[src/rtl/tx_seq_pkg.sv]
// tx_seq_pkg: shared state encoding and default widths for the transmit
// burst sequencer and its timer.
package tx_seq_pkg;

  typedef enum logic [1:0] {
    IDLE = 2'd0,
    LEAD = 2'd1,
    TX   = 2'd2,
    TAIL = 2'd3
  } tx_state_e;

  localparam int          DEFAULT_ADDR_W = 14;
  localparam int          DEFAULT_TIME_W = 16;
  localparam logic [15:0] MISSCNT_MAX    = 16'hFFFF;

endpackage

[src/rtl/tx_seq_timer.sv]
// tx_seq_timer: loadable down-counter shared by the LEAD and TAIL phases.
// A load takes priority; otherwise the count walks down to zero and parks.
module tx_seq_timer #(
  parameter int W = 16
) (
  input  logic         ref_clk,
  input  logic         ref_rstn,
  input  logic         load,
  input  logic [W-1:0] value,
  output logic         zero
);

  localparam logic [W-1:0] ONE = W'(1);

  logic [W-1:0] count;

  // Load a new interval or count down toward zero.
  always_ff @(posedge ref_clk or negedge ref_rstn) begin
    if (!ref_rstn) begin
      count <= '0;
    end else if (load) begin
      count <= value;
    end else if (count != '0) begin
      count <= count - ONE;
    end
  end

  assign zero = (count == '0);

endmodule

[src/rtl/tx_burst_sequencer.sv]
// tx_burst_sequencer: one transmit burst per trigger edge -- PA enable lead
// time, waveform playback addresses, PA hold-off tail, then idle.
// Optional feature macro: TX_SEQ_MISSCNT_EN adds the missed_cnt port and a
// saturating count of triggers dropped while a burst is in progress.
module tx_burst_sequencer
  import tx_seq_pkg::*;
#(
  parameter int ADDR_W = DEFAULT_ADDR_W,
  parameter int TIME_W = DEFAULT_TIME_W
) (
  input  logic              ref_clk,
  input  logic              ref_rstn,
  input  logic              enable,
  input  logic              trig,
  input  logic [ADDR_W-1:0] txsmps,
  input  logic [TIME_W-1:0] lead_cycles,
  input  logic [TIME_W-1:0] tail_cycles,
  output logic [ADDR_W-1:0] tx_addr,
  output logic              tx_active,
  output logic              pa_en,
  output logic              busy,
  output logic              done
`ifdef TX_SEQ_MISSCNT_EN
  ,
  output logic [15:0]       missed_cnt
`endif
);

  localparam logic [ADDR_W-1:0] ADDR_ONE = ADDR_W'(1);
  localparam logic [TIME_W-1:0] TIME_ONE = TIME_W'(1);

  tx_state_e         state;
  tx_state_e         state_next;
  logic              trig_q;
  logic              trig_edge;
  logic              accept;
  logic              finish;
  logic              timer_load;
  logic [TIME_W-1:0] timer_value;
  logic              timer_zero;
  logic [ADDR_W-1:0] len_sh;
  logic [TIME_W-1:0] tail_sh;
  logic [ADDR_W-1:0] last_addr;

  assign trig_edge = trig & ~trig_q;
  assign last_addr = len_sh - ADDR_ONE;

  tx_seq_timer #(
    .W(TIME_W)
  ) u_timer (
    .ref_clk  (ref_clk),
    .ref_rstn (ref_rstn),
    .load     (timer_load),
    .value    (timer_value),
    .zero     (timer_zero)
  );

  // Next-state decode; enable low in any active phase forces an abort.
  always_comb begin
    state_next  = state;
    accept      = 1'b0;
    finish      = 1'b0;
    timer_load  = 1'b0;
    timer_value = '0;
    case (state)
      IDLE: begin
        if (trig_edge && enable && (txsmps != '0)) begin
          accept = 1'b1;
          if (lead_cycles != '0) begin
            state_next  = LEAD;
            timer_load  = 1'b1;
            timer_value = lead_cycles - TIME_ONE;
          end else begin
            state_next = TX;
          end
        end
      end
      LEAD: begin
        if (timer_zero) begin
          state_next = TX;
        end
      end
      TX: begin
        if (tx_addr == last_addr) begin
          if (tail_sh != '0) begin
            state_next  = TAIL;
            timer_load  = 1'b1;
            timer_value = tail_sh - TIME_ONE;
          end else begin
            state_next = IDLE;
            finish     = 1'b1;
          end
        end
      end
      TAIL: begin
        if (timer_zero) begin
          state_next = IDLE;
          finish     = 1'b1;
        end
      end
      default: state_next = IDLE;
    endcase
    if ((state != IDLE) && !enable) begin
      state_next = IDLE;
      finish     = 1'b0;
      timer_load = 1'b0;
    end
  end

  // State register and outputs, all registered from the next-state decode.
  always_ff @(posedge ref_clk or negedge ref_rstn) begin
    if (!ref_rstn) begin
      state     <= IDLE;
      pa_en     <= 1'b0;
      busy      <= 1'b0;
      tx_active <= 1'b0;
      tx_addr   <= '0;
      done      <= 1'b0;
    end else begin
      state     <= state_next;
      pa_en     <= (state_next != IDLE);
      busy      <= (state_next != IDLE);
      tx_active <= (state_next == TX);
      done      <= finish;
      if ((state == TX) && (state_next == TX)) begin
        tx_addr <= tx_addr + ADDR_ONE;
      end else begin
        tx_addr <= '0;
      end
    end
  end

  // Trigger history for rising-edge detection.
  always_ff @(posedge ref_clk or negedge ref_rstn) begin
    if (!ref_rstn) begin
      trig_q <= 1'b0;
    end else begin
      trig_q <= trig;
    end
  end

  // Capture burst length and tail at acceptance so mid-burst config edits are
  // ignored; the lead count is consumed directly by the timer load.
  always_ff @(posedge ref_clk or negedge ref_rstn) begin
    if (!ref_rstn) begin
      len_sh  <= '0;
      tail_sh <= '0;
    end else if (accept) begin
      len_sh  <= txsmps;
      tail_sh <= tail_cycles;
    end
  end

`ifdef TX_SEQ_MISSCNT_EN
  // Count otherwise-valid triggers that arrive while a burst is running.
  always_ff @(posedge ref_clk or negedge ref_rstn) begin
    if (!ref_rstn) begin
      missed_cnt <= '0;
    end else if (trig_edge && enable && (txsmps != '0) && (state != IDLE)
                 && (missed_cnt != MISSCNT_MAX)) begin
      missed_cnt <= missed_cnt + 16'd1;
    end
  end
`endif

endmodule

[config.mk]
export PLATFORM = sky130hd
export DESIGN_NAME = tx_burst_sequencer
export DESIGN_NICKNAME = d
export VERILOG_FILES = /design/src/rtl/tx_seq_pkg.sv /design/src/rtl/tx_seq_timer.sv /design/src/rtl/tx_burst_sequencer.sv
export SDC_FILE = /design/constraint.sdc
export NUM_CORES = 1
export LEC_CHECK = 0
export CAP_MARGIN = 5
export CORE_MARGIN = 5
export CORE_UTILIZATION = 46
export CTS_CLUSTER_DIAMETER = 100
export DETAILED_ROUTE_END_ITERATION = 16
export HOLD_SLACK_MARGIN = 0.02
export PLACE_DENSITY = 0.7
export SLEW_MARGIN = 25
export SYNTH_ARGS = -nofsm -noshare
export SYNTH_HDL_FRONTEND = slang
export SYNTH_SLANG_ARGS = --single-unit
export TNS_END_PERCENT = 50
[constraint.sdc]
create_clock -name ref_clk -period 4.55 [get_ports ref_clk]
set_input_delay 0.6825 -clock ref_clk [delete_from_list [all_inputs] [get_ports ref_clk]]
set_output_delay 0.6825 -clock ref_clk [all_outputs]
set_load 0.05 [all_outputs]
==> out/qor.txt <==
=====================================================================================================
Die area                                                                                   11500 um^2
Final setup skew                                                                            0.0137 ns
Area share of xor/xnor cells in the synthesized design                                          13.1%
DRT Wirelength                                                                               11400 um
Final setup viols                                                                                   0
Maximum number of pins on one net before global-route repair                                       38
Leak Pwr                                                                                      2.04 nW
Post-synthesis mux area share                                                                   8.23%
Fin. Hold Viols                                                                                     0
Synthesis warning total                                                                             0
Placed insts                                                                                      622
H-Tree Depth                                                                                        3
Status                                                                                   complete, no violations
Setup slack of the worst register-to-register path                                            1.08 ns
Synth Net Count                                                                                   499
Mean instance size in the synthesized netlist                                               9.84 um^2
Class of the most critical setup path                                                    flip-flop to flip-flop
Fraction of power spent switching nets                                                          35.3%
Required @ worst endpoint                                                                     4.73 ns
Proportion of power drawn by the clock network                                                  26.3%
Number of nets in the layout                                                                      561
Placer congestion estimate                                                                      0.875
Setup repair after global routing missed its margin                                             false
Post_cts resized                                                                                    0
Non-filler cells in the finished layout                                                           638
Initial antenna violation count                                                                     0
Logic depth of the worst register-to-register path                                                 10
Effective utilization at floorplan                                                              47.1%
Inserted Diodes                                                                                     0
Fillers                                                                                           829
Syn-to-layout area delta                                                                        21.8%
Final period demand of the worst path                                                         3.47 ns
Highest-delay cell along the critical path                                                    nand4_1
Final worst-path cycle share                                                                    76.2%
Clk buf depth                                                                                       2
Crit path largest cell delay                                                                  0.67 ns
Clock root buffer                                                                            clkbuf_8
Critical path peak fanout                                                                          19
I/O pin count                                                                                      68
Critical path destination                                                                u_timer.count[2]
Compound-cell area share of the yosys netlist                                                   10.0%
Sequential group share of total power                                                           44.8%
Part of the power in combinational logic                                                        28.9%
Flip-flop and latch count after synthesis                                                          66
Sequential area share after synthesis                                                           38.0%
Max VDD drop                                                                                 0.180 mV
Gate count after technology mapping                                                               442
Critical Path Source                                                                        len_sh[0]
Clock slew at the register clock pins of the worst setup and hold paths                       0.09 ns
Headroom to the max-slew limit                                                                  43.9%
Leading cell types in the layout, fill and taps excluded                                 dfrtp_1, clkdlybuf4s50_1, xor2_1, xnor2_1
Via count normalized by instance count                                                           5.75
Kind of end point of the critical path                                                      flip-flop
Internal power summed over all cells                                                          1.25 mW
Clock latency reported for the late side of the worst-skew pair                               0.35 ns
Global-route wire length before repair                                                       18900 um
Power density over cell area                                                              365 nW/um^2
Row count                                                                                          35
Clock net sink count                                                                               66
Number of iterations in the first detailed-routing pass                                             4
Total congestion overflow after global routing                                                      0
IO buf count                                                                                       67
Startpoint Class                                                                            flip-flop
Reg-to-reg startpoint                                                                       len_sh[0]
Avg WL per Cell                                                                               17.8 um
TNS Setup                                                                                        0 ns
Worst Max-Slew Pin Slew                                                                      0.840 ns
Basic-gate share of the synthesized area counting and, or, nand and nor cells                   25.3%
Core ar.                                                                                    9240 um^2
Floorplan die width                                                                            107 um
Combinational family with the most area after synthesis                                  simple AND/OR/NAND/NOR gates
Max-slew violations                                                                                 0
DRC violations left                                                                                 0
Post-DP HPWL                                                                                  8630 um
Routed Antenna Nets                                                                                 0
Crit-path cells                                                                          inv_1, ha_1, xnor2_1, or3_1, nor4_1, and4_1, nand4_1, buf_4, nand4_1, o221ai_1
Die height                                                                                     107 um
Switching Power                                                                              0.682 mW
Total area of sequential cells                                                              1650 um^2
CTS tree                                                                                         done
Tightest Hold Check Type                                                                 input pin to asynchronous set/reset pin
Highest clock rate                                                                          0.289 GHz
Number of CTS-inserted buffers                                                                      9
Ratio of cells with drive above 1 in the final layout                                           14.5%
Total number of vias                                                                             3669
Data arrival, critical path                                                                   3.64 ns
Area occupied by multi-input gates                                                          2550 um^2
Total routing resource utilization after global routing                                         20.8%
Cell variety after synth                                                                           60
Count of max-cap constraint violations                                                              0
Hold buffers post-CTS                                                                               0
Post-CTS setup-driven buffer insertion count                                                        0
Worst reg2reg path endpoint                                                              u_timer.count[2]
Vias in the first global route                                                                   3732
Post-synthesis share of cell area spent on full adders, half adders and majority gates          2.01%
Crit path top cell by count                                                                   nand4_1
Combined area of all synthesized cells                                                      4350 um^2
DRC marker count from the first detailed-route iteration                                          179
=====================================================================================================
## flip-flops by register name, summed over array words and instances (netlist names)
register / flops
tx_active: 1
tail_sh: 16
state: 2
u_timer.count: 16
len_sh: 14
busy: 1
trig_q: 1
done: 1
tx_addr: 14
## per-layer routing
layer	global-route usage [%]	share of wire, %
met5	0	0
met4	6.03	1.3
met3	4.32	4.5
met2	34.0	49
met1	27.7	45
## layout make-up
type | count | share of cell area, %
inverters | 9 | 0.637
clock buffers | 9 | 2.34
flip-flops and latches | 66 | 31.2
repair buffers | 72 | 13.3
well taps | 129 | 3.05
multi-input cells | 346 | 48.1
clock inverters | 7 | 1.46
## worst min path at each step
stage | from | to | slack, ns | cells past startpoint
2_1_floorplan | ref_rstn | busy | 0.39 | 0
3_3_place_gp | len_sh[13] | len_sh[13] | 0.54 | 1
3_5_place_dp | len_sh[13] | len_sh[13] | 0.54 | 1
4_1_cts | ref_rstn | tx_addr[8] | 0.39 | 1
5_1_grt | ref_rstn | tx_addr[11] | 0.43 | 1
6_report | ref_rstn | tx_addr[8] | 0.39 | 1
## per-stage QoR
stage	util [%]	worst slack (ns)	hold slack, ns	instance area (um^2)	power [mW]
global placement	55.2	1.19	0.538	5100	1.40
global route	57.4	0.744	0.425	5300	2.05
CTS	57.4	1.07	0.388	5300	1.94
floorplan	-	1.95	0.387	4350	1.24
finish	57.4	1.08	0.388	5300	1.93
detailed placement	55.2	1.10	0.540	5100	1.42
## cells in the mapped netlist (all sizes together)
cell     n  area [um^2]
dfrtp   66         1650
xor2    33          289
xnor2   32          280
mux2    30          338
nand2   30          113
nor2    28          105
nor4    28          253
nor3    21          110
nand4   17          106
nand3   15         75.1
o221ai  12          105
clkbuf  11         41.3
buf     10         75.1
a21oi    9         52.6
and3     9         56.3
inv      9         33.8
o21ai    9         48.8
ha       7         87.6
nor4b    5         43.8
or3      5         31.3
a211oi   4         47.5
nand3b   4         30.0
nor2b    4         25.0
or2      4         25.0
or4      4         37.5
a21o     3         22.5
a31oi    3         18.8
and4     3         28.8
nor3b    3         22.5
o211ai   3         22.5
o21bai   3         22.5
a21boi   2         15.0
mux2i    2         20.0
nand2b   2         12.5
o31a     2         17.5
o41ai    2         17.5
a311oi   1         8.76
a31o     1         8.76
a41oi    1         8.76
and2     1         6.26
and3b    1         8.76
o311a    1         10.0
o32ai    1         8.76
or3b     1         8.76
## worst max-delay path, delay by kind of cell, from the launching register on
| kind | cells | cell delay (ns) |
|---|---|---|
| and+or+nand+nor | 5 | 1.73 |
| buffers and inverters | 2 | 0.53 |
| DFF | 1 | 0.48 |
| adders and majority gates | 1 | 0.31 |
| xor gates and xnor gates | 1 | 0.12 |
| AOI/OAI and AO/OA | 1 | 0.12 |
## kinds of logic (layout without fill, tap and decap cells)
logic type | count (synthesis) | in the layout
AOI/OAI and AO/OA | 57 | 57
xor gates and xnor gates | 65 | 65
adders and majority gates | 7 | 7
buffers and inverters | 30 | 97
DFF | 66 | 66
muxes | 32 | 32
and+or+nand+nor | 185 | 185
## power groups by stage
| stage | registers [mW] | logic, mW | clock network [mW] |
|---|---|---|---|
| 3_3_place_gp | 0.865 | 0.535 | 0 |
| 5_1_grt | 0.885 | 0.618 | 0.544 |
| 3_5_place_dp | 0.872 | 0.550 | 0 |
| 2_1_floorplan | 0.822 | 0.418 | 0 |
| 6_report | 0.867 | 0.559 | 0.508 |
| 4_1_cts | 0.862 | 0.556 | 0.523 |
Power figures use the tool's default switching activity.
